<file path="config.mk">
export PLATFORM = sky130hd
export DESIGN_NAME = neuron_mac_unit
export DESIGN_NICKNAME = d
export VERILOG_FILES = /design/src/rtl/neuron_mac_unit.sv
export SDC_FILE = /design/constraint.sdc
export NUM_CORES = 1
export LEC_CHECK = 0
export CORE_MARGIN = 1
export CORE_UTILIZATION = 40
export DETAILED_ROUTE_END_ITERATION = 7
export HOLD_SLACK_MARGIN = 0.1
export SYNTH_ARGS = -nofsm -noshare
export SYNTH_HDL_FRONTEND = slang
export SYNTH_SLANG_ARGS = --single-unit
</file>
<file path="constraint.sdc">
create_clock -name clk -period 2 [get_ports clk]
set_input_delay 0.4 -clock clk [delete_from_list [all_inputs] [get_ports clk]]
set_output_delay 0.4 -clock clk [all_outputs]
set_load 0.02 [all_outputs]
</file>
<file path="src/rtl/neuron_mac_unit.sv">
// neuron_mac_unit
//   Multiply-accumulate stage for one neuron. After a start pulse it accepts N_INPUTS
//   (weight, activation) pairs and accumulates their products. It then rescales the sum
//   by 2^-FRAC_BITS, saturates it to DATA_W bits and presents one result byte together
//   with the neuron-memory write address that arrived with the last pair.
//
//   Optional feature: define NEURON_MAC_RELU_EN to apply ReLU after saturation.
//   Without it the activation is linear.
//
// Ports
//   clk            system clock, rising edge
//   reset          asynchronous active-low reset
//   start          single-cycle pulse that begins a neuron (only honoured in idle)
//   in_valid       weight_data / neuro_data / in_write_addr valid this cycle
//   weight_data    signed weight
//   neuro_data     signed input activation
//   in_write_addr  destination address, latched with the last pair
//   busy           high from start acceptance until out_valid
//   out_valid      single-cycle result strobe
//   out_data       signed result, held until the next result
//   out_addr       write address for out_data, held until the next result
//   sat            result was clipped, qualified by out_valid

module neuron_mac_unit #(
   parameter int unsigned DATA_W    = 8,
   parameter int unsigned ADDR_W    = 8,
   parameter int unsigned ACC_W     = 24,
   parameter int unsigned N_INPUTS  = 16,
   parameter int unsigned FRAC_BITS = 4
) (
   input  logic              clk,
   input  logic              reset,
   input  logic              start,
   input  logic              in_valid,
   input  logic [DATA_W-1:0] weight_data,
   input  logic [DATA_W-1:0] neuro_data,
   input  logic [ADDR_W-1:0] in_write_addr,
   output logic              busy,
   output logic              out_valid,
   output logic [DATA_W-1:0] out_data,
   output logic [ADDR_W-1:0] out_addr,
   output logic              sat
);

   localparam int unsigned PROD_W = 2 * DATA_W;
   localparam int unsigned CNT_W  = $clog2(N_INPUTS + 1);
   localparam int          MaxInt = 2 ** (DATA_W - 1) - 1;
   localparam int          MinInt = -(2 ** (DATA_W - 1));
   localparam logic signed [ACC_W-1:0] AccMax = ACC_W'(MaxInt);
   localparam logic signed [ACC_W-1:0] AccMin = ACC_W'(MinInt);
   localparam logic [CNT_W-1:0] LastIdx = CNT_W'(N_INPUTS - 1);

   typedef enum logic [1:0] {
      StIdle,
      StAccum,
      StDrain,
      StOutput
   } state_e;

   state_e                    state_q, state_d;
   logic signed [ACC_W-1:0]   acc_q, acc_d;
   logic signed [PROD_W-1:0]  prod_q, prod_d;
   logic                      prod_vld_q, prod_vld_d;
   logic [CNT_W-1:0]          cnt_q, cnt_d;
   logic [ADDR_W-1:0]         addr_q, addr_d;
   logic                      out_valid_q, out_valid_d;
   logic [DATA_W-1:0]         out_data_q, out_data_d;
   logic [ADDR_W-1:0]         out_addr_q, out_addr_d;
   logic                      sat_q, sat_d;

   logic signed [ACC_W-1:0]   prod_ext;
   logic signed [ACC_W-1:0]   acc_shift;
   logic [DATA_W-1:0]         res_clip;
   logic [DATA_W-1:0]         res_act;
   logic                      res_sat;

   assign prod_ext  = {{(ACC_W - PROD_W){prod_q[PROD_W-1]}}, prod_q};
   // Arithmetic shift on a signed operand rounds toward minus infinity.
   assign acc_shift = acc_q >>> FRAC_BITS;

   always_comb begin
      res_sat  = 1'b0;
      res_clip = acc_shift[DATA_W-1:0];
      if (acc_shift > AccMax) begin
         res_sat  = 1'b1;
         res_clip = {1'b0, {(DATA_W - 1){1'b1}}};
      end else if (acc_shift < AccMin) begin
         res_sat  = 1'b1;
         res_clip = {1'b1, {(DATA_W - 1){1'b0}}};
      end
   end

`ifdef NEURON_MAC_RELU_EN
   assign res_act = res_clip[DATA_W-1] ? '0 : res_clip;
`else
   assign res_act = res_clip;
`endif

   always_comb begin
      state_d     = state_q;
      acc_d       = acc_q;
      prod_d      = prod_q;
      prod_vld_d  = 1'b0;
      cnt_d       = cnt_q;
      addr_d      = addr_q;
      out_valid_d = 1'b0;
      out_data_d  = out_data_q;
      out_addr_d  = out_addr_q;
      sat_d       = sat_q;

      // Second pipeline stage: fold the product registered on the previous edge.
      if (prod_vld_q) begin
         acc_d = acc_q + prod_ext;
      end

      unique case (state_q)
         StIdle: begin
            if (start) begin
               acc_d   = '0;
               cnt_d   = '0;
               state_d = StAccum;
            end
         end
         StAccum: begin
            if (in_valid) begin
               prod_d     = $signed(weight_data) * $signed(neuro_data);
               prod_vld_d = 1'b1;
               cnt_d      = cnt_q + CNT_W'(1);
               if (cnt_q == LastIdx) begin
                  addr_d  = in_write_addr;
                  state_d = StDrain;
               end
            end
         end
         StDrain: begin
            state_d = StOutput;
         end
         StOutput: begin
            out_valid_d = 1'b1;
            out_data_d  = res_act;
            out_addr_d  = addr_q;
            sat_d       = res_sat;
            state_d     = StIdle;
         end
         default: begin
            state_d = StIdle;
         end
      endcase
   end

   always_ff @(posedge clk or negedge reset) begin
      if (!reset) begin
         state_q     <= StIdle;
         acc_q       <= '0;
         prod_q      <= '0;
         prod_vld_q  <= 1'b0;
         cnt_q       <= '0;
         addr_q      <= '0;
         out_valid_q <= 1'b0;
         out_data_q  <= '0;
         out_addr_q  <= '0;
         sat_q       <= 1'b0;
      end else begin
         state_q     <= state_d;
         acc_q       <= acc_d;
         prod_q      <= prod_d;
         prod_vld_q  <= prod_vld_d;
         cnt_q       <= cnt_d;
         addr_q      <= addr_d;
         out_valid_q <= out_valid_d;
         out_data_q  <= out_data_d;
         out_addr_q  <= out_addr_d;
         sat_q       <= sat_d;
      end
   end

   // busy falls on the same edge that raises out_valid, since that edge returns to idle.
   assign busy      = (state_q != StIdle);
   assign out_valid = out_valid_q;
   assign out_data  = out_data_q;
   assign out_addr  = out_addr_q;
   assign sat       = sat_q;

endmodule

</file>
Word-level counts from Yosys, hierarchy flattened --
Index checks and enable logic that the tools add are counted. Widths: inputs -> output; s select.
Operators by class: add/subtract/negate cells 2, multiply operators 1, div/mod/pow operators 0, $lt $le $gt $ge 2, eq/ne operators 7, shifts and indexed selects 0, mux-type cells 17, bitwise logic cells 0, reductions and logical operators 7
Operators by type and width (count):
- $mux 24 | 3
- $add 24x16->24 | 1
- $gt 20x8->1 const B | 1
- $lt 20x8->1 const B | 1
- $mul 8x8->16 | 1
- $mux 8 | 2
- $mux 5 | 2
- $pmux 5 s2 | 1
- $reduce_and 3->1 | 3
- $pmux 2 s4 | 1
- $mux 2 | 3
- $ne 2x2->1 const B | 3
- $add 5x1->5 const B | 1
- $eq 5x4->1 const B | 1
- $mux 1 | 5
- $eq 2x2->1 const B | 2
- $reduce_bool 2->1 | 2
- $eq 2x1->1 const B | 1
- $logic_not 2->1 | 1
- $reduce_and 2->1 | 1
Word-level totals: register bits after elaboration 74, latch bits 0, memory bits (writable) 0, memory bits (read-only) 0, output and inout port bits 19, memories 0

Depth between registers and ports, before layout --
Gate-level depths: netlist of the first run.
word-level depth 4, depth in mapped cells 17, depth with buffers taken out 17

Worst setup path after synthesis of the first run --
OpenSTA, ideal clock, no wires.
kind input -> register, start input port weight_data[3], end register prod_q[14], library setup time 70 ps, arrival 4162 ps, data required time 1930 ps, setup slack -2232 ps, stages 16, buffers on the path 0, cell sequence and2_1 -> fa_1 -> inv_1 -> fa_1 -> inv_1 -> fa_1 -> inv_1 -> fa_1 -> inv_1 -> ha_1 -> o21ai_1 -> a21boi_1 -> o21a_1 -> o221ai_1 -> a2111o_1 -> nand3_1
Between the ends: longest elaborated chain between the ends 1
RTL lines:
- start: declaration | RTL line 35 | input logic [DATA_W-1:0] weight_data,
- $mul 8x8->16 | RTL line 126 | prod_d = $signed(weight_data) * $signed(neuro_data);
- end signal: assignment | RTL line 166 | prod_q <= prod_d;
- end: declaration | RTL line 62 | logic signed [PROD_W-1:0] prod_q, prod_d;
No other way between the ends. A chain may end at the register's enable or synchronous reset.

Worst setup path after layout of the first run --
start input port neuro_data[5], end register prod_q[15]
Between the ends: longest elaborated chain between the ends 1
RTL lines:
- start: declaration | RTL line 36 | input logic [DATA_W-1:0] neuro_data,
- $mul 8x8->16 | RTL line 126
No other way between the ends.

==> summary.md, run 1 <==
| Metric | Value |
|---|---|
| Outcome | `finished, violations left` |
| Failing checks | `negative setup slack` |
| Switching Fraction | `0.424` |
| Die area | `17700 um^2` |
| CTS tree | `done` |
| NetSw | `6.29 mW` |
| Flop pwr share | `0.168` |
| CTS Buf Count | `9` |
| CTS HTree Levels | `3` |
| DR pass1 iterations | `4` |
| Routed Antenna Nets | `0` |
| Register area share after synthesis | `0.270` |
| Area growth, synth to finish | `48.3%` |
| Dpl hpwl | `13700 um` |
| Largest family of logic cells by synthesized area | `adder cells` |
| Vias in the first global route | `6353` |
| Post-Synth Simple-Gate Area | `0.158` |
| Top-count cell post-synth | `inv_1` |
| Final estimated routing congestion in global placement | `0.863` |
| Power Density | `1460 nW/um^2` |
| Top cell by count, worst path | `fa_1` |
| Vias post-DR | `5978` |
| Global-route wire length before repair | `29400 um` |
| GRT Util Overall | `0.207` |
| Synth top cells by count | `inv_1, dfrtp_1, nand2_1, ha_1, fa_1` |
| Core Util, Final | `0.611` |
| Syn_area_per_cell | `9.39 um^2` |
| Leakage | `4.74 nW` |
| Via density per instance | `5.12` |
| Post-Synth Adder-Cell Area | `0.271` |
| Area leader, netlist | `dfrtp_1` |
| Critical path arrival | `4.24 ns` |
| Period utilization | `2.01` |
| Internal cell power | `8.52 mW` |
| Routed wire length | `18100 um` |
| Synth Area in Compound Gates | `0.145` |
| Clock-pin slew on the worst setup and hold paths | `0.07 ns` |
| Min-Delay Path Class | `register to register` |
| Clock latency on the worst-skew pair | `0.34 ns` |
| Final hold slack | `0.503 ns` |
| Slew Limit Fails | `0` |
| XOR/XNOR Fraction of Synth Area | `0.0371` |
| Crit-path max FO | `4` |
| Cells along the critical path | `buf_4 -> buf_6 -> and2_4 -> fa_1 -> fa_1 -> fa_1 -> inv_1 -> fa_1 -> inv_2 -> ha_4 -> or2_4 -> a2111oi_4 -> buf_4 -> nor4_4 -> a211oi_2 -> xnor2_1 -> o21ai_1` |
| Critical path type | `input pin to register` |
| CP startpoint kind | `input pin` |
| Post-route DRC | `0` |
| Peak VDD IR | `574 uV` |
| Share of cells above drive strength 1 | `0.401` |
| Slowest-stage cell, CP | `fa_1` |
| Place WS | `-2.77 ns` |
| Cell count after synthesis | `730` |
| Worst rel slew slack | `0.517` |
| Starting density of the core | `0.412` |
| Family with the most delay on the worst path | `adder cells` |
| CTS root buf | `clkbuf_16` |
| Synth Flop Type | `dfrtp_1` |
| Final Worst Setup Slack | `-2.03 ns` |
| Post-route cell area | `10200 um^2` |
| Area share of the largest cell type after synthesis | `0.270` |
| Yosys warnings | `0` |
| Critical Path RT | `2.22 ns` |
| Height of the die | `133 um` |
| Syn nets | `873` |
| Synthesized area | `6860 um^2` |
| Final worst path period need | `4.03 ns` |
| Comb power frac | `0.718` |
| Io pins | `47` |
| Die X | `133 um` |
| Final nets | `1086` |
| Final Skew | `0.00768 ns` |
| Worst Path Buf+Inv | `5` |
| Max Freq | `0.248 GHz` |
| Mux share of post-synthesis cell area | `0.0485` |
| Count of distinct cell types in the synthesized netlist | `63` |
| Critical Path Sink Type | `register` |
| Asr flop ratio synth | `1.00` |
| Pin slew with the least headroom to its limit | `0.721 ns` |
| Largest net degree at the start of global routing | `39` |
| Clock tree sinks | `74` |
| Max Cap Viol | `0` |
| Final setup violation count | `25` |
| Num rows | `47` |
| Antenna cells | `0` |
| Seq cells post-synth | `74` |
| Top post-synthesis cells by area | `dfrtp_1, fa_1, ha_1` |
| Unrepaired setup endpoints after global routing | `yes` |
| Clock network fraction of total power | `0.114` |
| Congestion Overflow GR | `0` |
| CTS max path bufs | `2` |
| Final hold vios | `0` |
| Crit-path max cell delay | `0.52 ns` |
| Initial antenna violation count | `0` |
| First DRT Iteration DRCs | `161` |
| Area of the core | `16600 um^2` |
| DR WL/cell | `15.5 um` |
| Placement-stage cell area | `8880 um^2` |
| Port bufs | `46` |
| Number of synthesized flops with an enable pin | `0` |
## through the flow
| stage | TNS [ns] | power [mW] | std cells |
|---|---|---|---|
| finish | -21.26 | 14.8 | 1168 |
| global route | -23.73 | 16.0 | 1168 |
| CTS | -20.32 | 13.9 | 1152 |
| detailed placement | -31.62 | 11.1 | 1115 |
| global placement | -30.29 | 10.9 | 1115 |
| floorplan | -17.71 | 7.90 | 730 |
## layout by cell type, fill, tap and decap left out, types with 5 or more instances in the layout
cell type        count
o211ai_1             9
buf_4              150
xnor2_1             14
fa_2                 9
nand2_1             55
nor3_1               5
and2_4              21
a21oi_1             20
inv_1               84
a21oi_2              7
a21o_1              14
dfrtp_1             72
nand3b_1             6
and3_1               5
mux2_2              18
xor2_1               8
o21ai_0             24
xnor2_2              5
ha_4                35
nor2b_1              8
nor2_1              33
and2_1              27
buf_6               33
mux2i_1             13
o21ai_1             16
fa_1                47
clkbuf_16            9
ha_1                22
nand4_1              8
inv_2               19
nand3_1              6
clkdlybuf4s50_1     28
## sequential cells by signal (all words and copies together), names as in the netlist
signal,flops
acc_q,24
out_data,8
prod_vld_q,1
addr_q,8
cnt_q,5
out_addr,8
state_q,2
out_valid,1
prod_q,16
sat,1
## metal layers
layer	vias up	track usage	share of wire
met3	27	0.0188	0.030
met1	2924	0.239	0.41
met2	131	0.389	0.54
li1	2896	-	-
met5	-	0	0
met4	0	0.0830	0.023
## timing repair
action                     4_1_cts  5_1_grt
hold buffers                     1        0
resized for setup              158       74
setup endpoints to repair       29       32
setup buffers                   22       20
hold endpoints to repair        35        0
pin swaps                       87       80
## cell families (layout without fill, tap and decap cells)
logic type | after synthesis | after routing
AO/OA/AOI/OAI | 149 | 149
XOR/XNOR | 29 | 29
adder cells (fa/ha/maj) | 115 | 115
buffers and inverters | 123 | 341
flip-flops | 74 | 74
multiplexers | 31 | 31
AND/OR/NAND/NOR | 209 | 209
## power by group through the flow
stage	Combinational (mW)	Clock [mW]	Sequential, mW
after floorplan	5.47	0	2.43
after global placement	8.46	0	2.40
after detailed placement	8.71	0	2.43
after CTS	9.73	1.72	2.47
after global routing	11.7	1.78	2.55
final	10.6	1.69	2.49
## final cells by class
cell class | instances | area, um^2
Inverter | 104 | 393
Tap cell | 220 | 275
Sequential cell | 74 | 1850
Clock buffer | 9 | 225
Fill cell | 1372 | 6470
Timing Repair Buffer | 221 | 1890
Clock inverter | 7 | 83.8
Multi-Input combinational cell | 533 | 5440
## final timing paths
check / start / cells past startpoint / slack (ns) / endpoint
max in group asynchronous: reset / 3 / 0.77 / addr_q[3]$_DFFE_PN0P_
worst max-delay path: neuro_data[5] / 17 / -2.03 / prod_q[15]$_DFFE_PN0P_
worst min-delay path: addr_q[5]$_DFFE_PN0P_ / 1 / 0.50 / out_addr[5]$_DFFE_PN0P_
worst min register to register: addr_q[5]$_DFFE_PN0P_ / 1 / 0.50 / out_addr[5]$_DFFE_PN0P_
worst max register to register: prod_q[0]$_DFFE_PN0P_ / 10 / -0.32 / acc_q[20]$_DFF_PN0_
min in group asynchronous: reset / 2 / 0.58 / acc_q[22]$_DFF_PN0_
Power figures use the tool's default switching activity.
==> inputs of run 2 (changes only) <==
CTS_CLUSTER_SIZE = 20   (was not set)
==> results of run 2 <==
The final DEF is identical to that of run 1; final timing and power are the same.
